**src/rtl/pipe_ctrl.sv**
```systemverilog
// pipe_ctrl: pipeline sequencer for pipeRV32N.
// Drives the per-stage enable/nop controls for IF/ID/EX/MEM/WB. It covers
// whole-pipe freeze, load-use stalls, taken-branch squashing and error halt.
// Optional macro PIPE_CTRL_PERF_EN adds the stall/flush performance counters.
// Without the macro, both counter outputs are tied to zero.

module pipe_ctrl #(
    parameter int FLUSH_DEPTH              = 2,
    parameter int STALL_CNT_WIDTH          = 16,
    parameter int CPU_REGISTER_INDEX_WIDTH = 5
) (
    input  logic                                clk,
    input  logic                                reset,
    input  logic                                if_done,
    input  logic                                id_done,
    input  logic                                ex_done,
    input  logic                                mem_done,
    input  logic                                wb_done,
    input  logic                                ex_is_load,
    input  logic [CPU_REGISTER_INDEX_WIDTH-1:0] ex_dest,
    input  logic [CPU_REGISTER_INDEX_WIDTH-1:0] id_rs1,
    input  logic [CPU_REGISTER_INDEX_WIDTH-1:0] id_rs2,
    input  logic                                id_rs1_used,
    input  logic                                id_rs2_used,
    input  logic                                branch_taken,
    input  logic                                wb_error,
    input  logic                                resume,
    output logic                                if_enable,
    output logic                                id_enable,
    output logic                                ex_enable,
    output logic                                mem_enable,
    output logic                                wb_enable,
    output logic                                id_nop,
    output logic                                ex_nop,
    output logic                                mem_nop,
    output logic                                wb_nop,
    output logic                                pc_hold,
    output logic                                halted,
    output logic [STALL_CNT_WIDTH-1:0]          stall_count,
    output logic [STALL_CNT_WIDTH-1:0]          flush_count
);

    typedef enum logic [1:0] {
        RUN   = 2'd0,
        FLUSH = 2'd1,
        HALT  = 2'd2
    } state_t;

    localparam logic [2:0] FLUSH_LOAD = 3'(FLUSH_DEPTH - 1);

    state_t     state;
    logic [2:0] flush_cnt;
    logic       adv;
    logic       hazard;

    // Whole-pipe advance condition and the load-use hazard against EX's registered result
    always_comb begin
        adv    = if_done & id_done & ex_done & mem_done & wb_done;
        hazard = ex_is_load & (ex_dest != '0) &
                 ((id_rs1_used & (id_rs1 == ex_dest)) |
                  (id_rs2_used & (id_rs2 == ex_dest)));
    end

    // Zero-latency control decode; the first matching condition wins
    always_comb begin
        if_enable  = 1'b1;
        id_enable  = 1'b1;
        ex_enable  = 1'b1;
        mem_enable = 1'b1;
        wb_enable  = 1'b1;
        id_nop     = 1'b0;
        ex_nop     = 1'b0;
        mem_nop    = 1'b0;
        wb_nop     = 1'b0;
        pc_hold    = 1'b0;
        if (reset) begin
            {if_enable, id_enable, ex_enable, mem_enable, wb_enable} = 5'b00000;
            {id_nop, ex_nop, mem_nop, wb_nop} = 4'b1111;
            pc_hold = 1'b1;
        end else if (!adv || state == HALT) begin
            {if_enable, id_enable, ex_enable, mem_enable, wb_enable} = 5'b00000;
            pc_hold = 1'b1;
        end else if (wb_error) begin
            id_nop  = 1'b1;
            ex_nop  = 1'b1;
            mem_nop = 1'b1;
            pc_hold = 1'b1;
        end else if (state == RUN && branch_taken) begin
            id_nop = 1'b1;
            ex_nop = 1'b1;
        end else if (state == RUN && hazard) begin
            if_enable = 1'b0;
            id_enable = 1'b0;
            pc_hold   = 1'b1;
            ex_nop    = 1'b1;
        end else if (state == FLUSH) begin
            id_nop = 1'b1;
        end
    end

    // Sequencer state, flush countdown and registered halted flag
    always_ff @(posedge clk or posedge reset) begin
        if (reset) begin
            state     <= RUN;
            flush_cnt <= 3'd0;
            halted    <= 1'b0;
        end else if (adv) begin
            case (state)
                HALT: begin
                    if (resume) begin
                        state     <= RUN;
                        flush_cnt <= 3'd0;
                        halted    <= 1'b0;
                    end
                end
                FLUSH: begin
                    if (wb_error) begin
                        state  <= HALT;
                        halted <= 1'b1;
                    end else begin
                        flush_cnt <= flush_cnt - 3'd1;
                        if (flush_cnt <= 3'd1) begin
                            state <= RUN;
                        end
                    end
                end
                default: begin
                    if (wb_error) begin
                        state  <= HALT;
                        halted <= 1'b1;
                    end else if (branch_taken && FLUSH_DEPTH > 1) begin
                        state     <= FLUSH;
                        flush_cnt <= FLUSH_LOAD;
                    end
                end
            endcase
        end
    end

`ifdef PIPE_CTRL_PERF_EN
    logic stall_inc;
    logic flush_inc;

    // Events that cost a cycle or trigger a branch flush
    always_comb begin
        stall_inc = !adv || (state == RUN && !wb_error && !branch_taken && hazard);
        flush_inc = adv && state == RUN && !wb_error && branch_taken;
    end

    // Saturating performance counters
    always_ff @(posedge clk or posedge reset) begin
        if (reset) begin
            stall_count <= '0;
            flush_count <= '0;
        end else begin
            if (stall_inc && stall_count != '1) begin
                stall_count <= stall_count + STALL_CNT_WIDTH'(1);
            end
            if (flush_inc && flush_count != '1) begin
                flush_count <= flush_count + STALL_CNT_WIDTH'(1);
            end
        end
    end
`else
    assign stall_count = '0;
    assign flush_count = '0;
`endif

endmodule

```
**config.mk**
```make
export PLATFORM = sky130hd
export DESIGN_NAME = pipe_ctrl
export DESIGN_NICKNAME = d
export VERILOG_FILES = /design/src/rtl/pipe_ctrl.sv
export SDC_FILE = /design/constraint.sdc
export NUM_CORES = 1
export LEC_CHECK = 0
export ABC_AREA = 1
export CORE_UTILIZATION = 33
export CTS_BUF_LIST = sky130_fd_sc_hd__clkbuf_4
export CTS_CLUSTER_DIAMETER = 120
export DETAILED_ROUTE_END_ITERATION = 8
export HOLD_SLACK_MARGIN = 0.12
export PLACE_DENSITY_LB_ADDON = 0.2
export SLEW_MARGIN = 25
export SYNTH_ARGS = -nofsm -noshare
export SYNTH_HDL_FRONTEND = slang
export SYNTH_SLANG_ARGS = --single-unit
```
**constraint.sdc**
```tcl
create_clock -name clk -period 1.43 [get_ports clk]
set_clock_uncertainty 0.05 [all_clocks]
set_input_delay 0.2145 -clock clk [delete_from_list [all_inputs] [get_ports clk]]
set_output_delay 0.2145 -clock clk [all_outputs]
set_load 0.005 [all_outputs]
```
* Word level (Yosys, flattened, before mapping)
Cells that the tools add are included.
** Word-level totals
- Register bits :: 6
- Input port bits :: 28
- Output and inout bits :: 43
- Word-level logic and storage cells :: 74
** Operators by class
- $add $sub $neg :: 1
- Magnitude comparators :: 1
- Equal/unequal tests :: 8
- Muxes and demuxes :: 40
- Bitwise gates (word level) :: 9
- Reduce and logical (&&, ||, !) cells :: 12
** Operators with widths (count)
- 1-bit 2-to-1 mux :: 29
- 3-bit 2-to-1 mux :: 4
- 5-bit == test :: 2
- 2-bit 2-to-1 mux :: 5
- 1-bit AND :: 8
- 3-bit one-hot mux with 2 select lines :: 1
- 5-bit AND reduction :: 1
- 5-bit nonzero test :: 1
- 2-bit != test, second input constant :: 2
- 2-bit one-hot mux with 2 select lines :: 1
- 4-bit AND reduction :: 1
- 4-bit nonzero test :: 1
- 3-bit by 1-bit less-or-equal comparator with 1-bit output, second input constant :: 1
- 3-bit by 2-bit != test with 1-bit output, second input constant :: 1
- 3-bit AND reduction :: 1
- 3-bit nonzero test :: 1
- 3-bit by 1-bit subtractor with 3-bit output, second input constant :: 1
- 2-bit by 1-bit == test with 1-bit output, second input constant :: 1
- 2-bit == test, second input constant :: 1
- 1-bit logical AND :: 2
- 2-bit logical NOT :: 1
- 2-bit by 1-bit != test with 1-bit output, second input constant :: 1
- 2-bit nonzero test :: 1
- 1-bit logical NOT :: 1
- 2 further kinds :: 2

* Longest topological paths before layout
Gate-level depths: netlist (run 1).
- Depth after elaboration :: 10
- Depth in mapped cells :: 10
- Depth with buffers taken out :: 10

* Worst setup path after synthesis (run 1)
OpenSTA, ideal clock, no wires.
- Path type :: register to output
- From :: register state[0]
- To :: output if_enable
- Data arrival time :: 1.236 ns
- Required time :: 1.166 ns
- Path slack :: -0.070 ns
- Cell stages (with the launch flop) :: 9
- Buffers on the path :: 1
- Cell sequence :: dfrtp_1 inv_1 ha_1 nor2_4 inv_2 nor2_4 nand2_1 nand2_1 buf_4
** On the way
- Longest elaborated chain between the ends :: 7
- Elaborated cells between the ends (all ways) :: 10
- Those cells by class :: eq/ne (1); mux (5); reduce/logical (4)
** Ends and longest elaborated chain
- start, declared :: line 51 : state_t state;
- start signal, assigned :: line 104 : state <= RUN;
- start signal, assigned :: line 111 : state <= RUN;
- start signal, assigned :: line 118 : state <= HALT;
- 2-bit logical NOT :: line 88, 91
- 1-bit logical AND :: line 91 : end else if (state == RUN && hazard) begin
- 1-bit 2-to-1 mux (3 in a row)
- 1-bit 2-to-1 mux * (2 in a row)
- end, declared :: line 28 : output logic if_enable,
Mark *: on every way between the ends. The rest lies on a longest branch, timed or not.

* Worst setup path after layout (run 1)
- From :: register state[1]
- To :: output id_enable
** On the way
- Longest elaborated chain between the ends :: 7
- Elaborated cells between the ends (all ways) :: 10
- Those cells by class :: eq/ne (1); mux (5); reduce/logical (4)
** Ends and longest elaborated chain
- 2-bit logical NOT :: line 88, 91
- 1-bit logical AND :: line 91
- 1-bit 2-to-1 mux :: line 91
- 1-bit 2-to-1 mux :: line 88 : end else if (state == RUN && branch_taken) begin
- 1-bit 2-to-1 mux :: line 83 : end else if (wb_error) begin
- 1-bit 2-to-1 mux * :: line 80 : end else if (!adv || state == HALT) begin
- 1-bit 2-to-1 mux * :: line 76 : if (reset) begin
- end, declared :: line 29 : output logic id_enable,
Marks and branches as above.

==> flow_metrics.tcl, run 1 <==
set metrics [dict create \
    outcome "finished, violations left" \
    violations "design-rule violations, negative setup slack" \
    end_kind "output port" \
    worstSetupPathType "reg2out" \
    synth-seq-cells 6 \
    r2r_slack_ns -0.13 \
    worstPathCellList "ha_4 -> nor2_4 -> inv_2 -> nor2_4 -> buf_6 -> nand2_2 -> nand2_4 -> buf_2" \
    clkSinkCount 6 \
    combPwrFrac_pct 68.5 \
    rsz0062_at_grt "yes" \
    gp_congestion 0.783 \
    critical_path.max_stage_delay_ns 0.43 \
    finalNetCount 262 \
    synth_top_cell_area_share_pct 26.6 \
    cellLeakagePower_nw 0.905 \
    postCtsHoldBufs 0 \
    grt_overflow_total 0 \
    cts_made_buffers 3 \
    setup.worst_path.start_class "flop" \
    synth_compound_area_share_pct 8.87 \
    synth.area.top_cells "buf_4 (27%), nand2_1 (18%), dfrtp_1 (15%)" \
    min_path_type "in2async" \
    min_period_ns 1.74 \
    core_um2 2830 \
    drive_above_1_share_pct 30.0 \
    die_w_um 57.5 \
    rows 19 \
    cts_root_buf "clkbuf_4" \
    hold_viol_final 0 \
    yosysTopAreaCell "buf_4" \
    grt_pass1_vias 996 \
    synth_xor_area_share_pct 0.862 \
    clock.fmax_ghz 0.576 \
    ys_seq_area_share_pct 14.8 \
    required_ns 1.17 \
    cap_violations 0 \
    powerDensity_nw_per_um2 903 \
    ant_nets 0 \
    rr_startpoint "state[1]" \
    cts_buffer_depth 2 \
    cp_max_fo 3 \
    wire_per_inst_um 9.60 \
    die-area_um2 3300 \
    grt_pass1_wl_mm 4.04 \
    setup_slack_ns -0.305 \
    setup_viol 15 \
    crit_top_cell "nor2_4" \
    dr.pass1.iters 6 \
    synthArstFlopShare_pct 100 \
    cts_tree "built" \
    clk_latency_ns 0.24 \
    yosys_warnings 0 \
    viasPerCell 4.18 \
    synthToLayoutAreaGrowth_pct 56.5 \
    grt_max_degree 7 \
    drtIter0Drc 35 \
    r2r_end "flush_cnt[1]" \
    synth_cell_type_count 20 \
    drt-total-wl_mm 2.48 \
    post-synth-top-count-cell "nand2_1" \
    io_buffers 38 \
    pin_count 71 \
    synthAdderAreaFrac_pct 6.16 \
    htreeDepth 1 \
    num_antenna_cells 0 \
    power_mw 1.44 \
    synth.area.mux_share_pct 0 \
    pwr-share-seq_pct 20.8 \
    synth_top_family_by_area "buffers and inverters" \
    slowest_stage "dfrtp_2" \
    clkPwrFrac_pct 10.6 \
    timing.setup.tns_ns -2.87 \
    synth_top_cells_by_count "nand2_1 (50), buf_4 (36), inv_1 (25), nor2_1 (12), nand3_1 (7)" \
    ir_worst_vdd_uv 475 \
    synth_ff_type "dfrtp_1" \
    start_util_pct 35.9 \
    swShare_pct 41.5 \
    p_switching_mw 0.596 \
    synth-simple-area-share_pct 32.8 \
    synth-edff-count 0 \
    syn_avg_cell_area_um2 6.16 \
    arrival_ns 1.47 \
    syn_area_um2 1020 \
    route.detailed.drc 11 \
    slew_violations 0 \
    dp_hpwl_mm 1.96 \
    synthCells 165 \
    grt_antenna_before_repair 0 \
    p_int_mw 0.840 \
    die_y_um 57.5 \
    grtUsageTotal_pct 15.3 \
    vias 1078 \
    fin_crit_sh_pct 121 \
    path_clk_slew_ns 0.05 \
    r2r_cells 11 \
]
logic make-up after synthesis:
group / after synthesis
buf+inv: 62
flops: 6
fa+ha+maj: 5
xor+xnor: 1
other cells: 1
compound gates: 15
simple gates: 75
critical path, delay by kind of cell, from the launching register on:
family / cells / cell delay (ns)
DFF: 1 / 0.43
and+or+nand+nor: 4 / 0.33
buffers and inverters: 3 / 0.28
adders and majority gates: 1 / 0.18
what timing repair did:
action                                  CTS  global route
pin swaps                                17             8
endpoints found under the hold margin     0             0
endpoints found under the setup margin   15            15
resized for setup                        82            15
gates cloned                              0             0
buffers inserted                          7             3
placed cells by master (no fill, tap or decap), types with 6 or more instances in the layout:
master,n
buf_4,18
buf_6,11
clkdlybuf4s50_1,10
conb_1,32
dlygate4sd2_1,18
inv_1,19
inv_2,6
nand2_1,43
nand3_1,6
nor2_1,10
routing by layer:
layer  share of wire (%)  routed length, um  GRT usage (%)
met1                  40                987           17.1
met2                  53               1320           29.6
met3                 6.4                159           2.95
met5                   0                  0              0
met4                0.40                 10           2.79
worst max path at each step:
| stage | start | end | slack (ns) |
|---|---|---|---|
| finish | state[1] | id_enable | -0.31 |
| global placement | ex_dest[3] | ex_nop | -0.70 |
| detailed placement | ex_dest[1] | ex_nop | -0.75 |
| global route | state[1] | id_enable | -0.39 |
| CTS | state[1] | id_enable | -0.31 |
| floorplan | state[1] | if_enable | 0.008 |
stage by stage:
step                instance area (um2)  setup slack, ns  instances  util, %  hold slack [ns]
CTS                                1530           -0.307        256     54.1            0.204
floorplan                          1140          0.00768        196        -          -0.0222
detailed placement                 1420           -0.751        246     50.2            0.447
finish                             1590           -0.305        258     56.2            0.206
global placement                   1420           -0.697        246     50.2            0.430
global route                       1590           -0.389        258     56.2            0.224
flip-flops by register name (all words and copies together), names as in the netlist:
register and count:
state 2, halted 1, flush_cnt 3
area by class of cell:
type | count | area [um2]
repair buffers | 64 | 564
flip-flops and latches | 6 | 151
clock buffers | 3 | 22.5
inverters | 26 | 105
well taps | 31 | 38.8
multi-input cells | 128 | 708
fillers | 270 | 1240
power groups by stage:
| stage | combinational [mW] | sequential (mW) | clock [mW] |
|---|---|---|---|
| detailed placement | 0.755 | 0.295 | 0 |
| CTS | 0.890 | 0.296 | 0.160 |
| floorplan | 0.476 | 0.282 | 0 |
| finish | 0.984 | 0.299 | 0.153 |
| global route | 1.09 | 0.307 | 0.174 |
| global placement | 0.741 | 0.289 | 0 |
Power figures use the tool's default switching activity.
==> run 2: changes to the inputs <==
Settings changed: CAP_MARGIN from default to 20.
==> results of run 2 <==
Same layout as run 1: the final DEF is identical, and so are final timing and power.
==> variant 1, RTL diff (flow settings as in run 1) <==
Add a define of `PIPE_CTRL_PERF_EN`.
--- a/src/rtl/pipe_ctrl.sv
+++ b/src/rtl/pipe_ctrl.sv
@@ -3,6 +3,8 @@
 // whole-pipe freeze, load-use stalls, taken-branch squashing and error halt.
 // Optional macro PIPE_CTRL_PERF_EN adds the stall/flush performance counters.
 // Without the macro, both counter outputs are tied to zero.
+
+`define PIPE_CTRL_PERF_EN
 
 module pipe_ctrl #(
     parameter int FLUSH_DEPTH              = 2,
Function: changed (a bounded check fails within 4 cycles, from zero or initial values and one cycle with reset high).
==> variant 1 against run 1 <==
The flow finishes with violations (negative setup slack); worst setup slack got worse by 0.19 ns; fmax fell by 9.8%; wire length rose to 3.4 times the old value; area after synthesis rose to 2.7 times the old value; die area rose to 2.6 times the old value; power rose to 3.0 times the old value; cell area rose to 3.1 times the old value; synthesized cell count rose by 130%; combinational power rose by 140%; sequential cell count rose by 32; non-clock buffer count rose by 138; largest power group unchanged; highest routed layer unchanged.
==> variant 1: results (changes against run 1) <==
Run status
  • Status: finished with violations (unchanged)
  • Failing checks: negative setup slack (was design-rule violations, negative setup slack)

Placement
  • Placed Area: 0.00423 mm2 (was 0.00142 mm2)
  • Final Wtd Congestion: 0.849 (was 0.783)
  • IO buf count: 70 (was 38)
  • Pre-CTS setup slack: -0.840 ns (was -0.751 ns)

Layout
  • # fillers: 693 (was 270)
  • Top flop regs: flush_count: 16 flops, stall_count: 16 flops, flush_cnt: 3 flops (was flush_cnt: 3 flops, state: 2 flops, halted: 1 flops)
  • Layout cell share with drive strength beyond 1: 42.7% (was 30.0%)
  • Final nets: 620 (was 262)

Clock network
  • Clk_lat worst skew: 0.36 ns (was 0.24 ns)
  • H-tree depth: 2 (was 1)
  • Num CTS Buffers: 5 (was 3)
  • CTS clock-pin slew for the worst setup and hold paths: 0.13 ns (was 0.05 ns)

Setup path
  • Slowest-stage cell, CP: dfrtp_1 (was dfrtp_2)
  • FF-to-FF Start: state[0]$_DFFE_PP0P_ (was state[1]$_DFFE_PP0P_)
  • Critical path's top delay family: buffers and inverters (was flip-flops)
  • CP max stage delay: 0.40 ns (was 0.43 ns)
  • R2R setup slack: -0.45 ns (was -0.13 ns)

STA
  • Setup TNS: -14.62 ns (was -2.87 ns)
  • Final Setup Violations: 46 (was 15)
  • Final worst-path setup slack: -0.495 ns (was -0.305 ns)

Yosys
  • Cells after Synth: 382 (was 165)
  • Sequential-to-total area share from yosys stat: 35.1% (was 14.8%)
  • Distinct cell type count after synthesis: 30 (was 20)
  • Asr flop ratio synth: 100% (unchanged)
  • Ranking of synthesized cells by instance count: nand2_1 (122), inv_1 (46), dfrtp_1 (38) (was nand2_1 (50), buf_4 (36), inv_1 (25))

Routing
  • DRC viols: 0 (was 11)
  • Starting DRT DRC Count: 102 (was 35)
  • Wire length per cell: 12.2 um (was 9.60 um)
  • Vias per cell: 4.66 (was 4.18)

Global route
  • Total Routing Usage GR: 20.3% (was 15.3%)
  • Global-route wire length before repair: 14.1 mm (was 4.04 mm)
  • Pin count of the biggest net entering global routing: 39 (was 7)

Power
  • VDD IR-drop max: 0.433 mV (was 0.475 mV)
  • Leak Pwr: 2.57 nW (was 0.905 nW)
## variant 1: cell count changes in the layout (fill, tap and decap cells not counted), sizes merged, moves of 16 or more
cell | before | now
buf | 34 | 150
conb | 32 | 0
dfrtp | 6 | 38
inv | 26 | 48
nand2 | 50 | 129
nand3 | 8 | 38
nor2 | 15 | 37
xor2 | 1 | 17
## variant 1: layout make-up
cell class / count / area [um2] / share of cell area (%)
Multi-Input combinational cell: 289 / 1840 / 37.0
Timing Repair Buffer: 202 / 1780 / 35.9
Sequential cell: 38 / 961 / 19.4
Inverter: 49 / 200 / 4.04
Tap cell: 102 / 128 / 2.57
Clock buffer: 7 / 52.6 / 1.06
## variant 1: repair_timing
item,in CTS,in global routing
gates resized for setup,202,62
gates cloned,3,0
pin swaps,32,38
hold buffers,0,0
setup endpoints to repair,81,63
setup buffers,44,12
endpoints found under the hold margin,0,0
## variant 1: worst paths after layout
| kind | endpoint | cells after the start |
|---|---|---|
| max reg2reg | stall_count[12]$_DFFE_PP0P_ | 13 |
| min in group clk | halted$_DFFE_PP0P_ | 2 |
| max in group asynchronous | stall_count[1]$_DFFE_PP0P_ | 3 |
| min | flush_cnt[2]$_DFFE_PP0P_ | 3 |
| max | if_enable | 9 |
| min reg2reg | halted$_DFFE_PP0P_ | 2 |
## variant 1: metal layers
layer | vias to the layer above | global-route usage, % | share of wire [%]
met2 | 92 | 35.1 | 49
met1 | 1474 | 25.1 | 44
met5 | - | 0 | 0
li1 | 1626 | - | -
met3 | 11 | 4.52 | 5.3
met4 | 0 | 6.54 | 1.5
## variant 1: tightest hold or removal path: cells and delay by family
family	cells	cell delay, ns
buf+inv	3	0.85
## variant 1: power breakdown
part | internal, mW | switching (mW)
logic | 1.31 | 1.01
clock network | 0.224 | 0.385
registers | 1.27 | 0.173
total | 2.81 | 1.57
## variant 1: cell families after synthesis
logic type | after synthesis | synth area share, %
flip-flops | 38 | 35.1
buffers and inverters | 57 | 9.18
adder cells (fa/ha/maj) | 7 | 3.23
XOR/XNOR | 25 | 8.07
AO/OA/AOI/OAI | 27 | 5.30
AND/OR/NAND/NOR | 228 | 39.2
## variant 1: stage by stage
stage / total power, mW / hold slack (ns)
global route: 4.65 / 0.248
detailed placement: 3.20 / 0.454
finish: 4.37 / 0.192
CTS: 4.26 / 0.212
global placement: 3.16 / 0.448
floorplan: 2.24 / 0.142
==> variant 2, RTL diff (flow settings as in run 1) <==
Without the edit above. The 3 states of `state_t` get a one-hot encoding in 3 bits.
--- a/src/rtl/pipe_ctrl.sv
+++ b/src/rtl/pipe_ctrl.sv
@@ -40,10 +40,10 @@
     output logic [STALL_CNT_WIDTH-1:0]          flush_count
 );
 
-    typedef enum logic [1:0] {
-        RUN   = 2'd0,
-        FLUSH = 2'd1,
-        HALT  = 2'd2
+    typedef enum logic [2:0] {
+        RUN   = 3'b001,
+        FLUSH = 3'b010,
+        HALT  = 3'b100
     } state_t;
 
     localparam logic [2:0] FLUSH_LOAD = 3'(FLUSH_DEPTH - 1);
Function: no difference found for any inputs over 10 cycles, from zero or initial values and one cycle with reset high; not proved beyond that.
==> variant 2 against run 1 <==
The flow finishes with violations (negative setup slack); register-to-register slack is essentially flat; sequential power decreased by 4%; sequential cell count increased by 1; worst setup slack worse by 0.062 ns; area after synthesis increased by 4.3%; power decreased by 7.2%; wire length down 2.9%; cell area increased by 6.6%; largest cell class unchanged.
==> variant 2: results (changes against run 1) <==
Run status
  • Status: finished with violations (unchanged)
  • Failing checks: negative setup slack (was design-rule violations, negative setup slack)

Power
  • VDD IR-drop max: 0.489 mV (was 0.475 mV)
  • Switching pwr: 546 uW (was 596 uW)
  • Leak Pwr: 0.931 nW (was 0.905 nW)

Setup path
  • Crit Path Max Fanout: 3 (unchanged)
  • Reg2Reg Capture Point: state[1]$_DFFE_PP0P_ (was flush_cnt[1]$_DFFE_PP0P_)
  • CP max stage delay: 0.53 ns (was 0.43 ns)
  • FF-to-FF Start: state[0]$_DFFE_PP1P_ (was state[1]$_DFFE_PP0P_)
  • Critical path's top delay family: flip-flops (unchanged)
  • R2R setup slack: -0.13 ns (about the same)
  • CP Data Arrival Time: 1.53 ns (was 1.47 ns)
  • Crit. Startpoint: state[0]$_DFFE_PP1P_ (was state[1]$_DFFE_PP0P_)
  • Slowest-stage cell, CP: dfstp_2 (was dfrtp_2)
  • CP endpoint: id_enable (unchanged)

Clock network
  • CTS max path bufs: 2 (unchanged)
  • Root buffer cell: clkbuf_4 (unchanged)
  • H-tree depth: 1 (unchanged)
  • CTS clock-pin slew for the worst setup and hold paths: 0.05 ns (about the same)
  • Clk_lat worst skew: 0.26 ns (was 0.24 ns)

Layout
  • Final nets: 267 (was 262)
  • Number of inserted diodes: 0 (unchanged)
  • Layout cell share with drive strength beyond 1: 35.6% (was 30.0%)
  • Top flop regs: flush_cnt: 3 flops, state: 3 flops, halted: 1 flops (was flush_cnt: 3 flops, state: 2 flops, halted: 1 flops)
  • # fillers: 326 (was 270)

Placement
  • Final Wtd Congestion: 0.784 (was 0.783)
  • Pre-CTS setup slack: -0.738 ns (was -0.751 ns)
  • Placed Area: 0.00147 mm2 (was 0.00142 mm2)
  • DP HPWL: 1.95 mm (was 1.96 mm)
  • IO buf count: 38 (unchanged)

Yosys
  • Asr flop ratio synth: 100% (unchanged)
  • Ranking of synthesized cells by area: buf_4 (26%), nand2_1 (16%), dfrtp_1 (14%) (was buf_4 (27%), nand2_1 (18%), dfrtp_1 (15%))
  • Syn. warnings: 0 (unchanged)
  • Ranking of synthesized cells by instance count: nand2_1 (46), buf_4 (36), inv_1 (25) (was nand2_1 (50), buf_4 (36), inv_1 (25))
  • Distinct cell type count after synthesis: 25 (was 20)
  • Sequential-to-total area share from yosys stat: 16.6% (was 14.8%)

STA
  • Worst hold slack: 0.231 ns (was 0.206 ns)
  • Final Setup Violations: 16 (was 15)
  • Setup TNS: -3.77 ns (was -2.87 ns)
  • Final worst-path setup slack: -0.367 ns (was -0.305 ns)

Global route
  • Global-route wire length before repair: 4.15 mm (was 4.04 mm)
  • Total Routing Usage GR: 15.8% (was 15.3%)
  • Number of antenna violations at the first check in global routing: 0 (unchanged)
  • Pin count of the biggest net entering global routing: 8 (was 7)
  • Vias in the first global route: 990 (was 996)

Routing
  • Starting DRT DRC Count: 19 (was 35)
  • Wire length per cell: 8.59 um (was 9.60 um)
  • Drt first pass iters: 4 (was 6)
  • DR vias: 1079 (was 1078)

Worst hold path
  • Worst hold path class: input port to asynchronous set/reset pin (unchanged)
-- variant 2: cell families after synthesis --
kind of cell             after synthesis  synth area share [%]
flip-flops                             7                  16.6
AND/OR/NAND/NOR                       81                  35.9
adder cells (fa/ha/maj)                2                  2.36
other                                  1                 0.354
buffers and inverters                 65                  35.8
XOR/XNOR                               1                 0.827
AO/OA/AOI/OAI                         14                  8.15
-- variant 2: cell type report --
cell class                 count  area (um2)  share of cell area (%)
inverter                      29         114                    6.72
multi-input combinational    130         743                    43.8
timing repair buffer          66         579                    34.2
clock buffer                   3        22.5                    1.33
sequential                     7         176                    10.4
clock inverter                 1        5.00                   0.295
tap                           44        55.1                    3.25
-- variant 2: power by group through the flow --
stage,registers [mW],clock network [mW],logic [mW]
2_1_floorplan,0.296,0,0.392
6_report,0.286,0.185,0.862
4_1_cts,0.286,0.195,0.815
3_5_place_dp,0.302,0,0.631
3_3_place_gp,0.299,0,0.623
5_1_grt,0.295,0.203,0.955
-- variant 2: repair_timing --
item,in CTS,in global routing
resized for setup,69,16
endpoints found under the setup margin,16,16
setup buffers,16,2
pin swaps,17,14
-- variant 2: metal layers --
layer | GRT usage (%) | part of all wire (%) | vias up
li1 | - | - | 585
met1 | 18.5 | 43 | 442
met2 | 28.4 | 50 | 48
met3 | 3.74 | 6.5 | 4
met4 | 4.76 | 0.67 | 0
met5 | 0 | 0 | -
-- variant 2: stage by stage --
stage | power [mW] | instances | util, %
2_1_floorplan | 0.689 | 202 | -
3_3_place_gp | 0.922 | 263 | 48.2
3_5_place_dp | 0.932 | 263 | 48.2
4_1_cts | 1.30 | 280 | 53.7
5_1_grt | 1.45 | 280 | 55.5
6_report | 1.33 | 280 | 55.5
